**src/rtl/riscv_pkg.sv**
```systemverilog
// Shared core definitions: memory access size codes common to the decoder and the LSU.
package riscv_pkg;

    localparam logic [2:0] LDST_B  = 3'd0;
    localparam logic [2:0] LDST_H  = 3'd1;
    localparam logic [2:0] LDST_W  = 3'd2;
    localparam logic [2:0] LDST_BU = 3'd4;
    localparam logic [2:0] LDST_HU = 3'd5;

endpackage

```
**src/rtl/riscv_lsu_align.sv**
```systemverilog
// Combinational lane logic for the LSU: legality, byte enables, store replication
// and load extraction with sign/zero extension.
module riscv_lsu_align
    import riscv_pkg::*;
(
    input  logic        we,
    input  logic [2:0]  size,
    input  logic [1:0]  addr,
    input  logic [31:0] wdata,
    input  logic [31:0] rdata,
    output logic        legal,
    output logic [3:0]  be,
    output logic [31:0] wdata_lane,
    output logic [31:0] rdata_ext
);

    logic [31:0] shifted_s;
    logic [7:0]  byte_s;
    logic [15:0] half_s;

    assign shifted_s = rdata >> {addr, 3'b000};
    assign byte_s    = shifted_s[7:0];
    assign half_s    = addr[1] ? rdata[31:16] : rdata[15:0];

    // Size decode: legality, enables and lane data for one access
    always_comb begin
        legal      = 1'b0;
        be         = 4'b0000;
        wdata_lane = wdata;
        rdata_ext  = 32'h0000_0000;
        case (size)
            LDST_B: begin
                legal      = 1'b1;
                be         = 4'b0001 << addr;
                wdata_lane = {4{wdata[7:0]}};
                rdata_ext  = {{24{byte_s[7]}}, byte_s};
            end
            LDST_BU: begin
                legal      = ~we;
                be         = 4'b0001 << addr;
                wdata_lane = {4{wdata[7:0]}};
                rdata_ext  = {24'h00_0000, byte_s};
            end
            LDST_H: begin
                legal      = ~addr[0];
                be         = 4'b0011 << {addr[1], 1'b0};
                wdata_lane = {2{wdata[15:0]}};
                rdata_ext  = {{16{half_s[15]}}, half_s};
            end
            LDST_HU: begin
                legal      = ~addr[0] & ~we;
                be         = 4'b0011 << {addr[1], 1'b0};
                wdata_lane = {2{wdata[15:0]}};
                rdata_ext  = {16'h0000, half_s};
            end
            LDST_W: begin
                legal      = (addr == 2'b00);
                be         = 4'b1111;
                wdata_lane = wdata;
                rdata_ext  = rdata;
            end
            default: begin
                legal      = 1'b0;
                be         = 4'b0000;
                wdata_lane = wdata;
                rdata_ext  = 32'h0000_0000;
            end
        endcase
    end

endmodule

```
**src/rtl/riscv_lsu_ctrl.sv**
```systemverilog
// Load/store sequencer: drives the req/gnt/rvalid data bus, stalls the core until
// the response arrives, and aborts with an error pulse when the bus never answers.
module riscv_lsu_ctrl
    import riscv_pkg::*;
#(
    parameter int unsigned TIMEOUT_CYCLES = 32'd64
)(
    input  logic        clk_i,
    input  logic        arstn_i,
    input  logic        lsu_req_i,
    input  logic        lsu_we_i,
    input  logic [2:0]  lsu_size_i,
    input  logic [31:0] lsu_addr_i,
    input  logic [31:0] lsu_wdata_i,
    output logic [31:0] lsu_rdata_o,
    output logic        lsu_stall_o,
    output logic        lsu_done_o,
    output logic        lsu_misalign_o,
    output logic        lsu_err_o,
    output logic        data_req_o,
    output logic        data_we_o,
    output logic [3:0]  data_be_o,
    output logic [31:0] data_addr_o,
    output logic [31:0] data_wdata_o,
    input  logic        data_gnt_i,
    input  logic        data_rvalid_i,
    input  logic [31:0] data_rdata_i
);

    localparam logic [1:0] ST_IDLE = 2'd0;
    localparam logic [1:0] ST_REQ  = 2'd1;
    localparam logic [1:0] ST_WAIT = 2'd2;

    localparam int unsigned CNT_W     = (TIMEOUT_CYCLES > 32'd1) ? $clog2(TIMEOUT_CYCLES) : 32'd1;
    localparam int unsigned TO_LAST_I = (TIMEOUT_CYCLES == 32'd0) ? 32'd0 : TIMEOUT_CYCLES - 32'd1;
    localparam logic [CNT_W-1:0] TO_LAST = TO_LAST_I[CNT_W-1:0];
    localparam logic             TO_EN   = (TIMEOUT_CYCLES != 32'd0);

    logic [1:0]       state_r, state_nxt_s;
    logic [CNT_W-1:0] cnt_r, cnt_nxt_s;
    logic             legal_s, legal_req_s, done_s, hit_s, bus_req_s, req_out_s;
    logic [3:0]       be_s;
    logic [31:0]      wdata_s, rdata_ext_s;

    riscv_lsu_align u_align (
        .we         (lsu_we_i),
        .size       (lsu_size_i),
        .addr       (lsu_addr_i[1:0]),
        .wdata      (lsu_wdata_i),
        .rdata      (data_rdata_i),
        .legal      (legal_s),
        .be         (be_s),
        .wdata_lane (wdata_s),
        .rdata_ext  (rdata_ext_s)
    );

    // Completion wins over a timeout that expires on the response cycle
    always_comb begin
        legal_req_s = lsu_req_i & legal_s;
        done_s      = (state_r == ST_WAIT) & data_rvalid_i;
        hit_s       = TO_EN & (state_r != ST_IDLE) & (cnt_r == TO_LAST) & ~done_s;
        bus_req_s   = 1'b0;
        state_nxt_s = state_r;
        case (state_r)
            ST_IDLE: begin
                bus_req_s = legal_req_s;
                if (legal_req_s) begin
                    state_nxt_s = data_gnt_i ? ST_WAIT : ST_REQ;
                end else begin
                    state_nxt_s = ST_IDLE;
                end
            end
            ST_REQ: begin
                bus_req_s = ~hit_s;
                if (hit_s) begin
                    state_nxt_s = ST_IDLE;
                end else if (data_gnt_i) begin
                    state_nxt_s = ST_WAIT;
                end else begin
                    state_nxt_s = ST_REQ;
                end
            end
            ST_WAIT: begin
                if (done_s || hit_s) begin
                    state_nxt_s = ST_IDLE;
                end else begin
                    state_nxt_s = ST_WAIT;
                end
            end
            default: begin
                state_nxt_s = ST_IDLE;
            end
        endcase
        if ((state_r == ST_IDLE) || (state_nxt_s == ST_IDLE)) begin
            cnt_nxt_s = {CNT_W{1'b0}};
        end else begin
            cnt_nxt_s = cnt_r + CNT_W'(1);
        end
    end

    // FSM state and timeout counter
    always_ff @(posedge clk_i or negedge arstn_i) begin
        if (!arstn_i) begin
            state_r <= ST_IDLE;
            cnt_r   <= {CNT_W{1'b0}};
        end else begin
            state_r <= state_nxt_s;
            cnt_r   <= cnt_nxt_s;
        end
    end

    // Outputs are forced low while reset is asserted, even with a live request
    assign req_out_s      = arstn_i & bus_req_s;
    assign data_req_o     = req_out_s;
    assign data_we_o      = req_out_s & lsu_we_i;
    assign data_be_o      = req_out_s ? be_s : 4'b0000;
    assign data_addr_o    = req_out_s ? {lsu_addr_i[31:2], 2'b00} : 32'h0000_0000;
    assign data_wdata_o   = req_out_s ? wdata_s : 32'h0000_0000;
    assign lsu_done_o     = arstn_i & done_s;
    assign lsu_err_o      = arstn_i & hit_s;
    assign lsu_rdata_o    = (arstn_i & done_s) ? rdata_ext_s : 32'h0000_0000;
    assign lsu_misalign_o = arstn_i & lsu_req_i & ~legal_s;
    assign lsu_stall_o    = arstn_i & legal_req_s & ~done_s & ~hit_s;

endmodule
```
**config.mk**
```make
export PLATFORM = sky130hd
export DESIGN_NAME = riscv_lsu_ctrl
export DESIGN_NICKNAME = d
export VERILOG_FILES = /design/src/rtl/riscv_pkg.sv /design/src/rtl/riscv_lsu_align.sv /design/src/rtl/riscv_lsu_ctrl.sv
export SDC_FILE = /design/constraint.sdc
export NUM_CORES = 1
export LEC_CHECK = 0
export CAP_MARGIN = 20
export CORE_UTILIZATION = 30
export CTS_CLUSTER_SIZE = 10
export DETAILED_ROUTE_END_ITERATION = 16
export HOLD_SLACK_MARGIN = 0.15
export PLACE_DENSITY = 0.83
export SETUP_SLACK_MARGIN = 0.4
export SYNTH_ARGS = -nofsm -noshare
export SYNTH_HDL_FRONTEND = slang
export SYNTH_SLANG_ARGS = --single-unit
```
**constraint.sdc**
```tcl
create_clock -name clk_i -period 1.7 [get_ports clk_i]
set_input_delay 0.17 -clock clk_i [delete_from_list [all_inputs] [get_ports clk_i]]
set_output_delay 0.17 -clock clk_i [all_outputs]
set_load 0.01 [all_outputs]
```
==> metrics.csv <==
metric,value,unit
Worst-Skew Late Latency,0.24,ns
Post-synth ARST share,1.000,
"Seq/Total Area, Yosys",0.08109,
Overall Global Routing Usage,0.3431,
"Core Util, Final",0.8323,
unrepaired setup endpoints after global routing,yes,
Final #Nets,771,
Final Power,2183,uW
synth warn,0,
Crit. End Element,output pin,
Starting Density,0.3146,
Pre-antenna DRT Iters,4,
vias in the first global route,4407,
number of DRC markers in iteration 0,254,
P&R area growth vs syn,164.6,%
#FFs+latches synth,8,
via count,4307,
ANT nets after route,0,
CP Data Required Time,1.53,ns
port bufs,208,
slew at the pin with the worst max-slew slack,0.5461,ns
largest net degree at the start of global routing,35,
Slew HR,0.6352,
ant diodes,0,
fmax,484.4,MHz
crit-path max cell delay,0.37,ns
slowest CP cell,dfrtp_1,
largest buffer count on any clock path,2,
height of the die,92.71,microns
post-synth cell types,51,
Fin. Hold Viols,0,
DIE AREA,8595,sq um
Max-Cap Viols,0,
I/O pin count,211,
final worst-path cycle share,1.214,
final wirelength,16.04,mm
crit path DAT,1.89,ns
DP Wirelength,9.593,mm
routed len/inst,20.97,microns
first-pass GRT wire length,23.17,mm
Post-Syn Area,2469,sq um
setup slack after layout,-0.3644,ns
Period minus WS final,2.064,ns
initial antenna violation count,0,
TritonCTS clock tree,done,
worst-path cell chain,ha_2 > nand4_1 > o21ai_4 > buf_12 > buf_8 > buf_16 > a221oi_4 > buf_2,
Sequential Area,200.2,sq um
Lkg Pwr,0.002755,uW
prevailing post-synth register cell,dfrtp_1,
Max VDD drop,495.3,uV
Setup CP Type,reg -> out,
"Clk pin slew, worst setup/hold paths",0.05,ns
violated checks,negative setup slack,
Syn Inst Count,348,
H-tree depth,1,
Final Wtd Congestion,0.8706,
cell row count,32,
Pwr Density,334.2,nW/um^2
Synth Area per Inst,7.094,sq um
CTS buffer count,3,
Core Region,7848,sq um
setup_tns,-19.68,ns
gr ovfl total,0,
status,"complete, but fails checks",
final setup vio count,102,
area taken by multi-input logic gates,2741,sq um
Layout fillers,418,
share of cells above drive strength 1,0.6078,
Startpoint Class,flip-flop,
remaining routing DRC violations,0,
Hold WS,0.5411,ns
die width,92.71,microns
routed vias/inst,5.630,
Clock Sinks,8,
peak fanout along the critical path,8,
CTS root buf,clkbuf_8,
clock skew,0.01000,ns
Post-synth EDFFs,0,
Min-Delay Path Class,in -> reg,
Max Slew Vio Count,0,
-- cells in the mapped netlist, types with 2 or more instances --
cell type	n	area [sq um]
buf_2	14	70.07
xor2_1	2	17.52
o21ai_2	2	17.52
nor2b_1	5	31.28
mux2_2	16	180.2
a21oi_1	68	340.3
clkbuf_1	17	63.81
o21ai_0	11	55.05
o22ai_1	3	18.77
nor3_1	2	10.01
dfrtp_1	8	200.2
a22o_1	7	61.31
nand2_1	67	251.5
a22oi_1	8	60.06
mux2i_1	8	80.08
a21oi_2	10	87.58
a221oi_2	9	135.1
inv_1	6	22.52
nand2b_1	10	62.56
mux4_2	8	180.2
o211ai_1	8	60.06
nor2_1	6	22.52
a211oi_1	15	112.6
nand3_1	2	10.01
buf_4	5	37.54
or2_2	2	12.51
buf_6	5	56.30
-- critical path: cells and delay by family (launching register included) --
kind	cells	cell delay, ns
buf+inv	4	0.60
flops	1	0.37
compound gates	2	0.35
fa+ha+maj	1	0.20
simple gates	1	0.13
-- where the power goes --
group	internal, uW	leakage, uW	total [uW]	switching [uW]
registers	201	0.000110	209	7.19
logic	917	0.00262	1730	817
clock network	154	0.0000216	239	84.9
total	1270	0.00275	2180	909
-- placed cells by master (no fill, tap or decap), types with 2 or more instances in the layout --
master           netlist  routed
a211oi_2               0      14
a21oi_1               68       6
a21oi_2               10      46
a21oi_4                0      26
a221oi_2               9       7
a221oi_4               0       2
a22o_1                 7       7
a22oi_1                8       8
buf_12                 0      21
buf_16                 0       6
buf_2                 14      79
buf_4                  5      67
buf_6                  5      72
buf_8                  0       7
clkbuf_8               0       3
clkdlybuf4s15_1        0       2
clkdlybuf4s50_1        0      91
conb_1                 1       2
dfrtp_1                8       8
dlygate4sd2_1          0       4
dlygate4sd3_1          0       2
inv_1                  6       6
mux2_2                16      15
mux2_4                 1       2
mux2i_1                8       8
mux4_2                 8       8
nand2_1               67      65
nand2_8                0       4
nand2b_1              10       9
nand3_1                2       2
nor2_1                 6       6
nor2b_1                5       3
nor2b_2                0       2
o211ai_1               8       8
o21ai_0               11      10
o21ai_4                0       2
o22ai_2                0       2
or2_2                  2       2
xor2_1                 2       2
-- registers in the layout, summed over array words and instances, names as in the netlist --
name / cells
cnt_r: 6
state_r: 2
-- metal layers --
layer / vias to the layer above / share of wire / wire [microns] / track usage
met2: 249 / 0.51 / 8255 / 0.6173
met5: - / 0 / 0 / 0
met1: 2069 / 0.37 / 5973 / 0.3944
met3: 68 / 0.063 / 1003 / 0.05172
li1: 1921 / - / - / -
met4: 0 / 0.051 / 811 / 0.1654
-- stage by stage --
step	area, sq um	instances	worst slack, ns
finish	6531	765	-0.3644
global route	6531	765	-0.3980
CTS	6250	755	-0.3515
detailed placement	5558	691	-0.7848
global placement	5558	691	-0.7056
floorplan	2949	349	0.1312
-- repair_timing --
| action | CTS | global route |
|---|---|---|
| gates resized for setup | 558 | 49 |
| endpoints found under the setup margin | 112 | 112 |
| pin swaps | 54 | 38 |
| endpoints found under the hold margin | 8 | 0 |
| buffers inserted | 51 | 10 |
| gates cloned | 8 | 0 |
| hold buffers | 2 | 0 |
-- final cells by class --
type / instances / area share
multi-input cells: 294 / 0.4197
flip-flops and latches: 8 / 0.03065
clock buffers: 3 / 0.006322
well taps: 102 / 0.01954
inverters: 6 / 0.003448
repair buffers: 352 / 0.5203
-- final timing paths --
| check | from | endpoint | slack [ns] | cells past startpoint |
|---|---|---|---|---|
| max in group asynchronous | arstn_i | cnt_r[2] | 0.74 | 3 |
| min reg2reg | cnt_r[0] | cnt_r[0] | 0.63 | 3 |
| min in group asynchronous | arstn_i | state_r[0] | 0.59 | 3 |
| max reg2reg | cnt_r[0] | state_r[0] | 0.01 | 9 |
| min | data_gnt_i | state_r[0] | 0.54 | 2 |
| max | cnt_r[0] | data_wdata_o[13] | -0.36 | 8 |
-- cells by family (layout without fill, tap and decap cells) --
family,after synthesis,count (layout),synth area share
AO/OA/AOI/OAI,145,145,0.4024
XOR/XNOR,3,3,0.01065
adder cells (fa/ha/maj),1,1,0.005068
buffers and inverters,49,361,0.1049
flip-flops,8,8,0.08109
multiplexers,33,33,0.1845
other,1,2,0.001519
AND/OR/NAND/NOR,108,110,0.2098
Power figures use the tool's default switching activity.
